$ cat config.mk
export PLATFORM = sky130hd
export DESIGN_NAME = muldiv_unit
export DESIGN_NICKNAME = d
export VERILOG_FILES = /design/src/rtl/muldiv_unit.sv
export SDC_FILE = /design/constraint.sdc
export NUM_CORES = 1
export LEC_CHECK = 0
export BUFFER_PORTS_ARGS = -buffer_cell sky130_fd_sc_hd__buf_2
export CAP_MARGIN = 20
export CORE_ASPECT_RATIO = 1.4
export CORE_MARGIN = 3
export CORE_UTILIZATION = 45
export CTS_BUF_LIST = sky130_fd_sc_hd__clkbuf_2 sky130_fd_sc_hd__clkbuf_4 sky130_fd_sc_hd__clkbuf_8
export DETAILED_ROUTE_END_ITERATION = 7
export PLACE_DENSITY_LB_ADDON = 0.1
export SYNTH_ARGS = -nofsm -noshare
export SYNTH_HDL_FRONTEND = slang
export SYNTH_SLANG_ARGS = --single-unit
$ cat constraint.sdc
create_clock -name clk -period 6.1 [get_ports clk]
set_clock_uncertainty 0.05 [all_clocks]
set_input_delay 1.22 -clock clk [delete_from_list [all_inputs] [get_ports clk]]
set_output_delay 1.22 -clock clk [all_outputs]
set_load 0.03 [all_outputs]
$ cat src/rtl/muldiv_unit.sv
// Iterative radix-2 RV32M multiply/divide unit: one bit per cycle, 34-cycle start-to-done latency.
// Operands are latched as magnitudes at accept and the sign is restored in a single fix-up cycle.
module muldiv_unit #(
   parameter int XLEN  = 32,
   parameter int CNT_W = 5
) (
   input  logic            clk,
   input  logic            rst,
   input  logic            start,
   input  logic [2:0]      funct3,
   input  logic [XLEN-1:0] rs1_val,
   input  logic [XLEN-1:0] rs2_val,
   input  logic [4:0]      rd_in,
   output logic            busy,
   output logic            done,
   output logic [XLEN-1:0] result,
   output logic [4:0]      rd_out,
   output logic            we
);

   typedef enum logic [1:0] {IDLE, CALC, FIX, DONE} state_t;

   localparam logic [2:0] F_MUL    = 3'b000;
   localparam logic [2:0] F_MULH   = 3'b001;
   localparam logic [2:0] F_MULHSU = 3'b010;
   localparam logic [2:0] F_MULHU  = 3'b011;
   localparam logic [2:0] F_DIV    = 3'b100;
   localparam logic [2:0] F_DIVU   = 3'b101;
   localparam logic [2:0] F_REM    = 3'b110;

   function automatic logic [XLEN-1:0] cond_neg_w(input logic [XLEN-1:0] v, input logic en);
      return en ? (~v + 1'b1) : v;
   endfunction

   function automatic logic [2*XLEN-1:0] cond_neg_dw(input logic [2*XLEN-1:0] v, input logic en);
      return en ? (~v + 1'b1) : v;
   endfunction

   state_t              state;
   logic [CNT_W-1:0]    cnt;
   logic [2:0]          op_q;
   logic [4:0]          rd_q;
   logic [2*XLEN-1:0]   prod;
   logic [XLEN-1:0]     mcand;
   logic                neg_q;
   logic                rem_neg_q;
   logic                div0_q;

   logic signed [XLEN-1:0] rs1_s;
   logic signed [XLEN-1:0] rs2_s;
   logic                   is_div;
   logic                   a_signed;
   logic                   b_signed;
   logic                   a_neg;
   logic                   b_neg;
   logic [XLEN-1:0]        abs_a;
   logic [XLEN-1:0]        abs_b;

   logic [XLEN:0]          mul_sum;
   logic [2*XLEN-1:0]      mul_next;
   logic [XLEN:0]          div_tmp;
   logic [XLEN-1:0]        div_diff;
   logic                   div_ge;
   logic [2*XLEN-1:0]      div_next;

   logic [2*XLEN-1:0]      prod_fix;
   logic [XLEN-1:0]        quo_fix;
   logic [XLEN-1:0]        rem_fix;
   logic [XLEN-1:0]        fix_val;

   // Accept stage: operand magnitudes and result signs
   always_comb begin
      rs1_s    = signed'(rs1_val);
      rs2_s    = signed'(rs2_val);
      is_div   = funct3[2];
      a_signed = (funct3 == F_MULH) || (funct3 == F_MULHSU) ||
                 (funct3 == F_DIV)  || (funct3 == F_REM);
      b_signed = (funct3 == F_MULH) || (funct3 == F_DIV) || (funct3 == F_REM);
      a_neg    = a_signed && (rs1_s < 0);
      b_neg    = b_signed && (rs2_s < 0);
      abs_a    = cond_neg_w(rs1_val, a_neg);
      abs_b    = cond_neg_w(rs2_val, b_neg);
   end

   // Iteration stage: prod holds {acc, multiplier} for multiply and {remainder, quotient} for divide
   always_comb begin
      mul_sum  = {1'b0, prod[2*XLEN-1:XLEN]} + (prod[0] ? {1'b0, mcand} : '0);
      mul_next = {mul_sum, prod[XLEN-1:1]};
      div_tmp  = {prod[2*XLEN-1:XLEN], prod[XLEN-1]};
      div_ge   = div_tmp >= {1'b0, mcand};
      div_diff = div_tmp[XLEN-1:0] - mcand;
      div_next = div_ge ? {div_diff, prod[XLEN-2:0], 1'b1}
                        : {div_tmp[XLEN-1:0], prod[XLEN-2:0], 1'b0};
   end

   // Fix-up stage: sign restore and word select
   always_comb begin
      prod_fix = cond_neg_dw(prod, neg_q);
      quo_fix  = div0_q ? '1 : cond_neg_w(prod[XLEN-1:0], neg_q);
      rem_fix  = cond_neg_w(prod[2*XLEN-1:XLEN], rem_neg_q);
      case (op_q)
         F_MUL:                     fix_val = prod_fix[XLEN-1:0];
         F_MULH, F_MULHSU, F_MULHU: fix_val = prod_fix[2*XLEN-1:XLEN];
         F_DIV, F_DIVU:             fix_val = quo_fix;
         default:                   fix_val = rem_fix;
      endcase
   end

   always_ff @(posedge clk) begin
      if (rst) begin
         state     <= IDLE;
         cnt       <= '0;
         op_q      <= '0;
         rd_q      <= '0;
         prod      <= '0;
         mcand     <= '0;
         neg_q     <= 1'b0;
         rem_neg_q <= 1'b0;
         div0_q    <= 1'b0;
         busy      <= 1'b0;
         done      <= 1'b0;
         we        <= 1'b0;
         result    <= '0;
         rd_out    <= '0;
      end else begin
         case (state)
            IDLE, DONE: begin
               done <= 1'b0;
               we   <= 1'b0;
               if (start) begin
                  op_q      <= funct3;
                  rd_q      <= rd_in;
                  cnt       <= '0;
                  prod      <= is_div ? {{XLEN{1'b0}}, abs_a} : {{XLEN{1'b0}}, abs_b};
                  mcand     <= is_div ? abs_b : abs_a;
                  neg_q     <= a_neg ^ b_neg;
                  rem_neg_q <= a_neg;
                  div0_q    <= is_div && (rs2_val == '0);
                  busy      <= 1'b1;
                  state     <= CALC;
               end else begin
                  state <= IDLE;
               end
            end
            CALC: begin
               prod <= op_q[2] ? div_next : mul_next;
               cnt  <= cnt + 1'b1;
               if (cnt == CNT_W'(XLEN - 1))
                  state <= FIX;
            end
            FIX: begin
               result <= fix_val;
               rd_out <= rd_q;
               done   <= 1'b1;
               we     <= (rd_q != 5'd0);
               busy   <= 1'b0;
               state  <= DONE;
            end
            default: state <= IDLE;
         endcase
      end
   end

endmodule
# == Yosys cells after proc, flatten, opt, wreduce, memory -nomap -nowiden ==
# Index checks and enable logic that the tools add are counted.
# classes
bitwise,6
order_cmp,3
add_sub_neg,8
muxes,23
reduce_logical,20
n_eq_ne,15
# op_table
operator,count
$mux W32,8
$mux W64,4
$add A32 B1 Y32 const B,4
$not A32 Y32,4
$pmux W64 S2,1
$pmux W32 S3,1
$add A64 B1 Y64 const B,1
$lt A32 B1 Y1 const B,2
$not A64 Y64,1
$add A32 B32 Y33,1
$ge A33 B32 Y1,1
$logic_not A32 Y1,1
$sub A32 B32 Y32,1
$eq A3 B3 Y1 const B,4
$pmux W5 S2,1
$eq A3 B2 Y1 const B,3
$eq A3 B1 Y1 const B,2
$pmux W1 S2,3
$pmux W2 S3,1
$reduce_and A2 Y1,3
$add A5 B1 Y5 const B,1
$eq A5 B5 Y1 const B,1
$logic_or A1 B1 Y1,5
$mux W5,1
other kinds (13),20
# word_totals
wordCells,89
reg_bits,154
out_inout_bits,40
in_bits,75

# == Logic depth before layout (Yosys ltp) ==
# depth
ltp_word,9
mapped_depth,14
depth_no_buf,13

# == Worst setup path after synthesis ==
# OpenSTA, ideal clock, no wires.
# synth_path
kind,input port to flip-flop
start,in rs2_val[9]
end,reg prod[20]
t_arrival_ps,3636
required_ps,5985
setup_ps,65
path_stages,9
path_slack_ps,2349
path_buffers,0
cell_sequence,or4_1 > or4b_1 > or2_2 > o41ai_1 > xor2_1 > mux2_2 > o21ai_0 > o21ai_0 > nor2_1
# synth_between
elab_chain_len,6
word_cells_on_any_way,8
classes_between,add/sub (1); order compare (1); mux (4); bitwise (1); reduce/logical (1)
# synth_rtl
item,line,text
from (decl),12,"input logic [XLEN-1:0] rs2_val,"
$not A32 Y32 / $lt A32 B1 Y1 (equally long branches),"32, 80",
$add A32 B1 Y32 / $logic_and A1 B1 Y1 (equally long branches),"32, 80",
$mux W32 (*),32,return en ? (~v + 1'b1) : v;
$mux W32 (*),134,"prod <= is_div ? {{XLEN{1'b0}}, abs_a} : {{XLEN{1'b0}}, abs_b};"
$mux W64 (*),130,if (start) begin
$pmux W64 S2 (*),126,case (state)
to (signal assigned),134,
to (signal assigned),146,prod <= op_q[2] ? div_next : mul_next;
to (decl),43,logic [2*XLEN-1:0] prod;
# Mark *: on every way between the ends. The rest lies on a longest branch, timed or not. The select of a mux whose other input is x is not followed.
# A chain may end at the register's enable or synchronous reset.

# == Worst setup path after layout ==
# layout_path
start,reg prod[39]
end,reg prod[52]
# layout_between
elab_chain_len,4
word_cells_on_any_way,6
classes_between,add/sub (2); order compare (1); mux (3)
# layout_rtl
item,line,text
$sub A32 B32 Y32 / $ge A33 B32 Y1 (equally long branches),"91, 90",
$mux W64,92,"div_next = div_ge ? {div_diff, prod[XLEN-2:0], 1'b1}"
$mux W64 (*),146,
$pmux W64 S2 (*),126,
# Mark *: on every way between the ends. The rest lies on a longest branch, timed or not.

==> results.json <==
{
  "status": "complete, no violations",
  "synth-adder-area-share": 0.06543,
  "synth_compound_area_frac": 0.2826,
  "drt_iter0_drc": 1217,
  "worstSetupStartpointType": "flop",
  "crit_arrival_ns": 4.64,
  "num_antenna_cells": 0,
  "syn-instance-count": 1994,
  "ys_async_sr_fraction": 0,
  "grt_max_degree": 72,
  "ctsResizeCount": 0,
  "synth-simple-area-share": 0.2153,
  "yosysSeqAreaShare": 0.2116,
  "vdd_ir_drop_max_mv": 0.2650,
  "p_per_area_nw_per_um2": 385.2,
  "drc": 0,
  "pwr-share-seq": 0.271,
  "clockPowerShare": 0.145,
  "clockRootBuffer": "clkbuf_8",
  "cts_tree": "yes",
  "setup_viol": 0,
  "critPathRequiredTime_ns": 6.40,
  "avgSynthCellArea_um2": 7.308,
  "rr_worst_depth": 11,
  "clk_path_buf_depth": 2,
  "gp_congestion": 0.9535,
  "rsz0062_at_grt": "false",
  "rows": 77,
  "synth_area_leaders": "dfxtp_1, ha_1, xor2_1, nor2_1, a21oi_1",
  "synthDominantCellAreaShare": 0.2116,
  "hp-class": "flop to flop",
  "ys_types": 73,
  "vias": 15060,
  "synth_fp_nets": 2144,
  "cp-end-kind": "flop",
  "muxShareOfSynthArea": 0.06346,
  "wl_per_cell_um": 21.44,
  "critPathMaxFanout": 25,
  "numPortBuffers": 114,
  "finalCritPeriodShare": 0.7113,
  "syn_area_um2": 14570,
  "die_area_um2": 34610,
  "relSlewSlack": 0.3256,
  "final_layout_size_suffix_gt1_frac": 0.1174,
  "worstHoldPathCells": 2,
  "synth_edf_count": 0,
  "drv_slew": 0,
  "leakagePower_nw": 6.763,
  "htreeDepth": 4,
  "cts_setup_buffers": 0,
  "clk_pin_slew_worst_paths_ns": 0.10,
  "hold_violations": 0,
  "ys.warnings.count": 0,
  "clock_sinks": 154,
  "combPwrFrac": 0.584,
  "yosys.area_share.xor_xnor": 0.1076,
  "grt_usage": 0.2977,
  "finalNonFillerCells": 2431,
  "fin_crit_ns": 4.339,
  "vias_per_cell": 6.193,
  "yosys_most_used_dff": "dfxtp_1",
  "start_util": 0.4583,
  "die_x_um": 158.1,
  "fill_cells": 3248,
  "antenna_found_initial": 0,
  "grt.overflow.total": 0,
  "final.setup.tns_ns": 0,
  "syn_to_final_growth_pct": 8.604,
  "netSwitchingPower_mw": 3.139,
  "routed_wl_mm": 52.13,
  "dp.cells": 2398,
  "p_int_mw": 2.957,
  "drt-pass1-iter-count": 6,
  "layout.nets": 2173,
  "max-cap-violations": 0,
  "grt_pass1_wl_mm": 80.35,
  "fmax_ghz": 0.2305,
  "ys_ff_latch": 154,
  "ant_nets": 0,
  "dp_hpwl_mm": 40.32,
  "switching_share": 0.5149,
  "clock_latency_ns": 0.51,
  "ctsHoldBuffers": 0,
  "synth_largest_area_cell": "dfxtp_1",
  "final_util": 0.4978,
  "worstSetupPathType": "flop to flop",
  "core-area_um2": 31790,
  "ios": 115,
  "tightest_slew_ns": 1.006,
  "die_h_um": 218.9,
  "grt_pass1_vias": 14270,
  "cts_buffers": 17,
  "synth_top_family_by_area": "compound AO/OA/AOI/OAI gates"
}
[cells by family after synthesis]
logic type                 count (synthesis)
AOI/OAI and AO/OA                        629
xor gates and xnor gates                 179
adders and majority gates                 75
buffers and inverters                    205
DFF                                      154
muxes                                     89
and+or+nand+nor                          663
[per-stage QoR]
step / area, um^2 / worst slack [ns] / total power, mW / hold slack (ns)
floorplan: 14570 / 2.349 / 4.096 / 0.3815
global placement: 15370 / 1.805 / 5.135 / 0.3762
detailed placement: 15370 / 1.786 / 5.170 / 0.3801
CTS: 15800 / 1.834 / 6.058 / 0.3964
global route: 15830 / 1.547 / 6.494 / 0.4123
finish: 15830 / 1.761 / 6.096 / 0.3920
[power by group through the flow]
stage,clock (mW),combinational [mW],sequential (mW)
after floorplan,0,2.52,1.58
after global placement,0,3.48,1.66
after detailed placement,0,3.51,1.67
after CTS,0.897,3.52,1.64
after global routing,0.928,3.89,1.68
final,0.881,3.56,1.65
[synth_stat cells (all sizes together), types with 38 or more instances]
master and instances:
a211oi 58, a21o 38, a21oi 151, clkbuf 113, dfxtp 154, ha 73, inv 66, mux2i 62
nand2 191, nand3 38, nor2 209, nor3 62, o21ai 159, xnor2 81, xor2 98
[flip-flops by register name, summed over array words and instances (netlist names)]
signal     cells
done           1
div0_q         1
op_q           3
neg_q          1
prod          64
we             1
busy           1
rd_out         5
result        32
state          2
rem_neg_q      1
cnt            5
rd_q           5
mcand         32
[area by class of cell]
class / instances / area, um^2 / share of cell area
timing repair buffer: 147 / 838.3 / 0.05297
multi-input combinational: 1635 / 10730 / 0.6778
sequential: 154 / 3085 / 0.1950
clock inverter: 14 / 177.7 / 0.01123
inverter: 68 / 255.2 / 0.01613
clock buffer: 18 / 247.7 / 0.01565
tap: 395 / 494.2 / 0.03123
[cell usage in the layout (no fill, tap or decap), types with 18 or more instances in the layout]
cell / n
nand2b_1: 21
ha_1: 72
dfxtp_1: 152
buf_2: 113
buf_4: 33
a31oi_1: 18
a21o_1: 38
nand2_1: 191
inv_1: 66
nand3_1: 38
nor2_1: 208
or3_1: 25
clkbuf_8: 18
xor2_1: 98
a221oi_1: 18
o211ai_1: 28
mux2i_1: 62
o31ai_1: 23
a21oi_1: 151
a22oi_1: 20
nor3_1: 62
mux2_2: 27
o21ai_0: 149
a211oi_1: 58
xnor2_1: 81
[metal layers]
metal / up-vias / track usage / wire, um / part of all wire
met2: 603 / 0.4964 / 24640 / 0.47
met1: 6982 / 0.3565 / 20750 / 0.40
met4: 0 / 0.1934 / 3755 / 0.072
li1: 7315 / - / - / -
met3: 155 / 0.03709 / 2982 / 0.057
met5: - / 0 / 0 / 0
[worst paths after layout]
path	start	to	slack [ns]
max	prod[39]	prod[52]	1.76
min reg2reg	result[21]	result[21]	0.39
max reg2reg	prod[39]	prod[52]	1.76
min	result[21]	result[21]	0.39
[critical path, cell delays in order, from the launching register on]
cell and delay (ns):
dfxtp_1 0.62, ha_1 0.39, a21o_1 0.22, a221oi_1 0.41, a21oi_1 0.16, o211ai_1 0.34
a21oi_1 0.12, a211o_1 0.34, a31oi_4 0.84, buf_4 0.36, mux2i_1 0.21, o221ai_1 0.13
Power figures use the tool's default switching activity.
